File: src/rtl/switch_pkg.sv
// Shared switch definitions: default bus widths, arbiter FSM states and the
// width of the optional per-requester beat counters.
package switch_pkg;

  localparam int unsigned DEF_ADDR_WIDTH = 8;
  localparam int unsigned DEF_DATA_WIDTH = 16;
  localparam int unsigned STAT_W         = 16;

  typedef enum logic {ARB_IDLE, ARB_OWN} arb_state_e;

endpackage

File: src/rtl/switch_input_arbiter_if.sv
// Requester-side handshake and switch-side beat bus of the input arbiter.
// Ports (signals):
//   req_vld/req_addr/req_data  requester valid and flattened payloads
//   req_rdy                    per-requester ready (one-hot or zero)
//   vld/addr/data/grant_id     registered beat presented to the switch
// Modports: slave = arbiter view, master = requesters/switch view.
interface switch_input_arbiter_if #(
  parameter int unsigned NUM_REQ    = 4,
  parameter int unsigned ADDR_WIDTH = 8,
  parameter int unsigned DATA_WIDTH = 16
);
  localparam int unsigned ID_W = $clog2(NUM_REQ);

  logic [NUM_REQ-1:0]            req_vld;
  logic [NUM_REQ*ADDR_WIDTH-1:0] req_addr;
  logic [NUM_REQ*DATA_WIDTH-1:0] req_data;
  logic [NUM_REQ-1:0]            req_rdy;
  logic                          vld;
  logic [ADDR_WIDTH-1:0]         addr;
  logic [DATA_WIDTH-1:0]         data;
  logic [ID_W-1:0]               grant_id;

  modport slave (
    input  req_vld, req_addr, req_data,
    output req_rdy, vld, addr, data, grant_id
  );

  modport master (
    output req_vld, req_addr, req_data,
    input  req_rdy, vld, addr, data, grant_id
  );
endinterface

File: src/rtl/switch_rr_pick.sv
// Rotating-priority search: first valid requester starting at rr_ptr.
// Ports:
//   req_vld  in   per-requester valid
//   rr_ptr   in   highest-priority index this cycle
//   found    out  some requester is valid
//   idx      out  index of the winner (0 when none found)
module switch_rr_pick #(
  parameter int unsigned NUM_REQ = 4,
  localparam int unsigned ID_W   = $clog2(NUM_REQ)
) (
  input  logic [NUM_REQ-1:0] req_vld,
  input  logic [ID_W-1:0]    rr_ptr,
  output logic               found,
  output logic [ID_W-1:0]    idx
);

  int unsigned j;

  // Scan rr_ptr, rr_ptr+1, ... wrapping at NUM_REQ; the first hit wins.
  always_comb begin : pick
    found = 1'b0;
    idx   = '0;
    j     = 0;
    for (int unsigned k = 0; k < NUM_REQ; k++) begin
      j = 32'(rr_ptr) + k;
      if (j >= NUM_REQ) j = j - NUM_REQ;
      if (!found && req_vld[ID_W'(j)]) begin
        found = 1'b1;
        idx   = ID_W'(j);
      end
    end
  end

endmodule

File: src/rtl/switch_input_arbiter.sv
// Round-robin arbiter with bounded burst lock feeding the switch input.
// The winning beat is registered onto vld/addr/data/grant_id one cycle after
// its handshake; vld is a pure strobe because the switch never stalls.
// Ports:
//   clk, rstn   clock, async active-low reset
//   en          1 = grants allowed, 0 = no new grants
//   bus         switch_input_arbiter_if.slave (requester handshake + beat out)
//   stat_cnt    per-requester saturating accepted-beat counts (ARB_STATS_EN only)
// Optional feature macro: ARB_STATS_EN.
module switch_input_arbiter
  import switch_pkg::*;
#(
  parameter int unsigned NUM_REQ    = 4,
  parameter int unsigned ADDR_WIDTH = DEF_ADDR_WIDTH,
  parameter int unsigned DATA_WIDTH = DEF_DATA_WIDTH,
  parameter int unsigned MAX_BURST  = 4
) (
  input  logic clk,
  input  logic rstn,
  input  logic en,
`ifdef ARB_STATS_EN
  output logic [NUM_REQ*STAT_W-1:0] stat_cnt,
`endif
  switch_input_arbiter_if.slave bus
);

  localparam int unsigned ID_W = $clog2(NUM_REQ);
  localparam int unsigned BC_W = $clog2(MAX_BURST + 1);

  arb_state_e            state, state_nxt;
  logic [ID_W-1:0]       owner, owner_nxt;
  logic [ID_W-1:0]       rr_ptr, rr_nxt;
  logic [BC_W-1:0]       burst_cnt, burst_nxt;
  logic [ID_W-1:0]       pick_idx, cand;
  logic                  pick_found, lock, cand_ok;
  logic [NUM_REQ-1:0]    rdy;

  logic                  vld_q;
  logic [ADDR_WIDTH-1:0] addr_q;
  logic [DATA_WIDTH-1:0] data_q;
  logic [ID_W-1:0]       grant_q;

  logic [ADDR_WIDTH-1:0] addr_arr [NUM_REQ];
  logic [DATA_WIDTH-1:0] data_arr [NUM_REQ];

  // Unflatten requester payloads.
  for (genvar g = 0; g < NUM_REQ; g++) begin : g_unpack
    assign addr_arr[g] = bus.req_addr[g*ADDR_WIDTH +: ADDR_WIDTH];
    assign data_arr[g] = bus.req_data[g*DATA_WIDTH +: DATA_WIDTH];
  end

  switch_rr_pick #(.NUM_REQ(NUM_REQ)) u_pick (
    .req_vld (bus.req_vld),
    .rr_ptr  (rr_ptr),
    .found   (pick_found),
    .idx     (pick_idx)
  );

  // Candidate selection and next-state. The owner keeps the grant while it
  // stays valid and has burst budget; otherwise round-robin from rr_ptr.
  // On burst expiry a re-selected owner starts a fresh burst at 1.
  always_comb begin : arb_comb
    state_nxt = ARB_IDLE;
    owner_nxt = owner;
    rr_nxt    = rr_ptr;
    burst_nxt = '0;
    rdy       = '0;
    lock      = en && (state == ARB_OWN) && bus.req_vld[owner]
                && (burst_cnt < BC_W'(MAX_BURST));
    cand      = lock ? owner : pick_idx;
    // rdy is forced low while reset is asserted.
    cand_ok   = rstn && en && (lock || pick_found);
    if (cand_ok) begin
      rdy[cand] = 1'b1;
      state_nxt = ARB_OWN;
      owner_nxt = cand;
      rr_nxt    = (cand == ID_W'(NUM_REQ - 1)) ? '0 : cand + ID_W'(1);
      burst_nxt = lock ? burst_cnt + BC_W'(1) : BC_W'(1);
    end
  end

  // Arbitration state register.
  always_ff @(posedge clk or negedge rstn) begin : arb_state
    if (!rstn) begin
      state     <= ARB_IDLE;
      owner     <= '0;
      rr_ptr    <= '0;
      burst_cnt <= '0;
    end else begin
      state     <= state_nxt;
      owner     <= owner_nxt;
      rr_ptr    <= rr_nxt;
      burst_cnt <= burst_nxt;
    end
  end

  // Registered beat toward the switch; payload holds when idle.
  always_ff @(posedge clk or negedge rstn) begin : beat_reg
    if (!rstn) begin
      vld_q   <= 1'b0;
      addr_q  <= '0;
      data_q  <= '0;
      grant_q <= '0;
    end else begin
      vld_q <= cand_ok;
      if (cand_ok) begin
        addr_q  <= addr_arr[cand];
        data_q  <= data_arr[cand];
        grant_q <= cand;
      end
    end
  end

  assign bus.req_rdy  = rdy;
  assign bus.vld      = vld_q;
  assign bus.addr     = addr_q;
  assign bus.data     = data_q;
  assign bus.grant_id = grant_q;

`ifdef ARB_STATS_EN
  logic [STAT_W-1:0] stat_q [NUM_REQ];

  // Saturating accepted-beat counters, updated alongside vld.
  always_ff @(posedge clk or negedge rstn) begin : stats
    if (!rstn) begin
      for (int i = 0; i < NUM_REQ; i++) stat_q[i] <= '0;
    end else if (cand_ok && (stat_q[cand] != '1)) begin
      stat_q[cand] <= stat_q[cand] + STAT_W'(1);
    end
  end

  for (genvar g = 0; g < NUM_REQ; g++) begin : g_stat
    assign stat_cnt[g*STAT_W +: STAT_W] = stat_q[g];
  end
`endif

endmodule

File: src/flat_wrapper.sv
// flat-port wrapper written by rule: the top's interface ports become plain ports
module switch_input_arbiter_flat import switch_pkg::*;
#(
  parameter int unsigned NUM_REQ    = 4,
  parameter int unsigned ADDR_WIDTH = DEF_ADDR_WIDTH,
  parameter int unsigned DATA_WIDTH = DEF_DATA_WIDTH,
  parameter int unsigned MAX_BURST  = 4
)
  (clk, rstn, en, bus_req_vld, bus_req_addr, bus_req_data, bus_req_rdy, bus_vld, bus_addr, bus_data, bus_grant_id);
  switch_input_arbiter_if #(.NUM_REQ(NUM_REQ), .ADDR_WIDTH(ADDR_WIDTH), .DATA_WIDTH(DATA_WIDTH)) bus_i ();
  input  logic clk;
  input  logic rstn;
  input  logic en;
  input wire logic [$bits(bus_i.req_vld)-1:0] bus_req_vld;
  input wire logic [$bits(bus_i.req_addr)-1:0] bus_req_addr;
  input wire logic [$bits(bus_i.req_data)-1:0] bus_req_data;
  output wire logic [$bits(bus_i.req_rdy)-1:0] bus_req_rdy;
  output wire logic [$bits(bus_i.vld)-1:0] bus_vld;
  output wire logic [$bits(bus_i.addr)-1:0] bus_addr;
  output wire logic [$bits(bus_i.data)-1:0] bus_data;
  output wire logic [$bits(bus_i.grant_id)-1:0] bus_grant_id;
  assign bus_i.req_vld = bus_req_vld;
  assign bus_i.req_addr = bus_req_addr;
  assign bus_i.req_data = bus_req_data;
  assign bus_req_rdy = bus_i.req_rdy;
  assign bus_vld = bus_i.vld;
  assign bus_addr = bus_i.addr;
  assign bus_data = bus_i.data;
  assign bus_grant_id = bus_i.grant_id;
  switch_input_arbiter #(.NUM_REQ(NUM_REQ), .ADDR_WIDTH(ADDR_WIDTH), .DATA_WIDTH(DATA_WIDTH), .MAX_BURST(MAX_BURST)) u_core (.clk(clk), .rstn(rstn), .en(en), .bus(bus_i));
endmodule
File: config.mk
export PLATFORM = sky130hd
export DESIGN_NAME = switch_input_arbiter_flat
export DESIGN_NICKNAME = d
export VERILOG_FILES = /design/src/rtl/switch_pkg.sv /design/src/rtl/switch_input_arbiter_if.sv /design/src/rtl/switch_rr_pick.sv /design/src/rtl/switch_input_arbiter.sv /design/src/flat_wrapper.sv
export SDC_FILE = /design/constraint.sdc
export NUM_CORES = 1
export LEC_CHECK = 0
export ABC_AREA = 1
export BUFFER_PORTS_ARGS = -buffer_cell sky130_fd_sc_hd__buf_2
export CAP_MARGIN = 20
export CORE_ASPECT_RATIO = 1.5
export CORE_MARGIN = 2
export CORE_UTILIZATION = 45
export CTS_BUF_LIST = sky130_fd_sc_hd__clkbuf_16
export CTS_CLUSTER_SIZE = 12
export DETAILED_ROUTE_END_ITERATION = 12
export PLACE_DENSITY = 0.87
export SYNTH_ARGS = -nofsm -noshare
export SYNTH_HDL_FRONTEND = slang
export SYNTH_HIERARCHICAL = 1
export SYNTH_SLANG_ARGS = --single-unit
File: constraint.sdc
create_clock -name clk -period 5.2 [get_ports clk]
set_clock_uncertainty 0.05 [all_clocks]
set_input_delay 0.78 -clock clk [delete_from_list [all_inputs] [get_ports clk]]
set_output_delay 0.78 -clock clk [all_outputs]
set_load 0.01 [all_outputs]
==> flow_summary.ini <==
[clocking]
cts_resized = 0
cts_tree = done
cts_num_sinks = 32
clkTransAtPathRegs_ns = 0.05
ctsRootBufferMaster = clkbuf_16
hold_buffers = 0
htree_levels = 2
worstSkewPairLatency_ns = 0.27
cts_buffers = 5
postCtsSetupBuffers = 0
cts_max_path_buffers = 2

[placed_design]
numPortBuffers = 133
dp_hpwl_um = 6130
pre_cts_ws_ns = 1.24
gp_congestion = 0.883

[sta]
slew_viol_final = 0
layout_setup_ws_ns = 1.08
period_share_pct = 79.2
finalHoldViolCount = 0
timing.setup.tns_ns = 0
worst_pin_slew_ns = 1.07
setup_viol = 0
maxSlewHeadroom_pct = 28.9
grt_setup_unrepaired = no
max_freq_mhz = 243
finalCriticalPeriod_ns = 4.12

[setup_path]
cp.arrival_ns = 3.29
rr_startpoint = u_core/rr_ptr[0]
timing.rr.end = u_core/bus.data[15]
start_kind = register
cp_max_fo = 32
slowest_delay_ns = 0.64
path_common_cell = nand2_1
r2r_setup_slack_ns = 2.10
critPathKind = reg -> out
cp.required_ns = 4.37
crit_family = simple AND/OR/NAND/NOR gates
timing.critical_path.buf_inv = 3
crit_chain = inv_2 > nand2_1 > nand2_1 > o21ai_1 > nand3b_1 > or2_1 > nand3_2 > inv_2 > nand2_1 > nor2_1 > buf_2
r2r_cells = 18
critPathSlowestCell = inv_2
end_kind = output port

[floorplan]
design.portCount = 134
die-area_sq_um = 7030
core_sq_um = 6130
die_x_um = 69.1
initial_core_util_pct = 46.7
fp-row-count = 35
die_y_um = 102

[pwr]
intPower_uw = 1090
leakage_uw = 0.00234
p_comb_share_pct = 70.3
pwr-share-seq_pct = 18.6
power_density_nw_per_um2 = 659
power.switching_uw = 1310
pwr-share-clk_pct = 11.1
p_sw_share_pct = 54.7
max-vdd-ir-drop_v = 0.000238

[logic_synthesis]
ys.warnings.count = 6
synth-edff-count = 0
synth_area_sq_um = 2860
synth_fp_nets = 581
yosysTopAreaCell = dfrtp_1
ys.flop_type = dfrtp_1
yosysMostFrequentCell = nand2_1
synthTopCellsByArea = dfrtp_1 (28%), nand2_1 (24%), nand3_1 (14%)
synth_top_area_share_pct = 28.0
syn_avg_cell_area_sq_um = 6.01
synthArstFlopShare_pct = 100
synthCells = 476
seq_area_frac_synth_pct = 28.0
ys_ff_latch = 32
synth_commonest_cells = nand2_1 (184), inv_1 (83), nand3_1 (78)
synthDistinctLibCells = 24

[finish]
fillers = 607
diodes = 0
drive_above_1_share_pct = 29.0
area_growth_pct = 27.3
multi_input_area_sq_um = 1600
nNetsFinal = 701
seq_area_sq_um = 801

[hold_path]
hold_path_depth = 1
hold_path.class = reg -> reg
holdPathEnd = u_core/burst_cnt[0]
hp-start = u_core/burst_cnt[0]

[detailed_routing]
wl_um = 8430
wl_per_cell_um = 12.6
drc = 0
drt_iter0_drc = 195
dr.pass1.iters = 5
vias = 3347
vias_per_cell = 5.00
antenna_left = 0

[run_status]
status = finished clean

[global_route]
grt_pass1_vias = 3150
antenna_found_initial = 0
grt_max_degree = 34
grt_usage_pct = 24.3
grt_remaining_overflow = 0
grt_pass1_wl_um = 13900

[job]
cap_viol_max_count = 0
## area by class of cell
cell class / instances / share of cell area, %
multi-input cells: 332 / 43.8
repair buffers: 136 / 18.9
well taps: 74 / 2.54
clock inverters: 2 / 0.206
inverters: 89 / 9.17
clock buffers: 5 / 3.43
flip-flops and latches: 32 / 22.0
## power groups by stage
stage,Sequential [uW],Clock [uW],Combinational (uW)
floorplan,469,0,1270
global placement,445,0,1620
detailed placement,447,0,1670
CTS,447,270,1680
global route,460,280,1900
finish,448,266,1690
## placed cells by master (no fill, tap or decap), drive strengths merged
| master | instances |
|---|---|
| a21oi | 2 |
| buf | 136 |
| clkbuf | 5 |
| clkinv | 2 |
| dfrtp | 32 |
| ha | 2 |
| inv | 89 |
| nand2 | 201 |
| nand3 | 83 |
| nand3b | 25 |
| nand4 | 3 |
| nor2 | 10 |
| o21ai | 5 |
| or2 | 1 |
## stage by stage
step / hold slack [ns] / power (uW) / utilization [%] / instances / area (sq um)
after floorplan: 0.376 / 1740 / - / 476 / 2860
after global placement: 0.394 / 2070 / 57.3 / 663 / 3510
after detailed placement: 0.402 / 2120 / 57.3 / 663 / 3510
after CTS: 0.409 / 2390 / 59.4 / 670 / 3640
after global routing: 0.437 / 2640 / 59.4 / 670 / 3640
final: 0.408 / 2400 / 59.4 / 670 / 3640
## layer usage
| metal | global-route usage [%] | vias to the layer above | wire (um) |
|---|---|---|---|
| li1 | - | 1682 | - |
| met1 | 27.2 | 1521 | 3260 |
| met2 | 45.5 | 127 | 4490 |
| met3 | 4.28 | 17 | 478 |
| met4 | 9.65 | 0 | 191 |
| met5 | 0 | - | 0 |
## cell families (layout without fill, tap and decap cells)
group                      count (synthesis)  after routing  share of synthesized area, %
buffers and inverters                    112            232                          16.3
adders and majority gates                  2              2                         0.874
DFF                                       32             32                          28.0
and+or+nand+nor                          323            323                          53.1
AOI/OAI and AO/OA                          7              7                          1.75
## how the worst max path moves through the flow
stage	start	to	slack [ns]	cells after the start
final	u_core/rr_ptr[0]	bus_req_rdy[2]	1.08	11
after global routing	u_core/rr_ptr[0]	bus_req_rdy[1]	0.73	12
after CTS	u_core/rr_ptr[0]	bus_req_rdy[2]	1.09	11
after detailed placement	en	bus_req_rdy[2]	1.24	11
after global placement	en	bus_req_rdy[0]	1.34	11
after floorplan	bus_req_vld[3]	bus_req_rdy[3]	2.24	15
## registers in the layout (all words and copies together), names as in the netlist
signal / cells
u_core/bus.addr: 8
u_core/burst_cnt: 3
u_core/rr_ptr: 2
u_core/bus.data: 16
u_core/state: 1
u_core/bus.grant_id: 2
No activity file was read; power rests on OpenSTA's default activity.
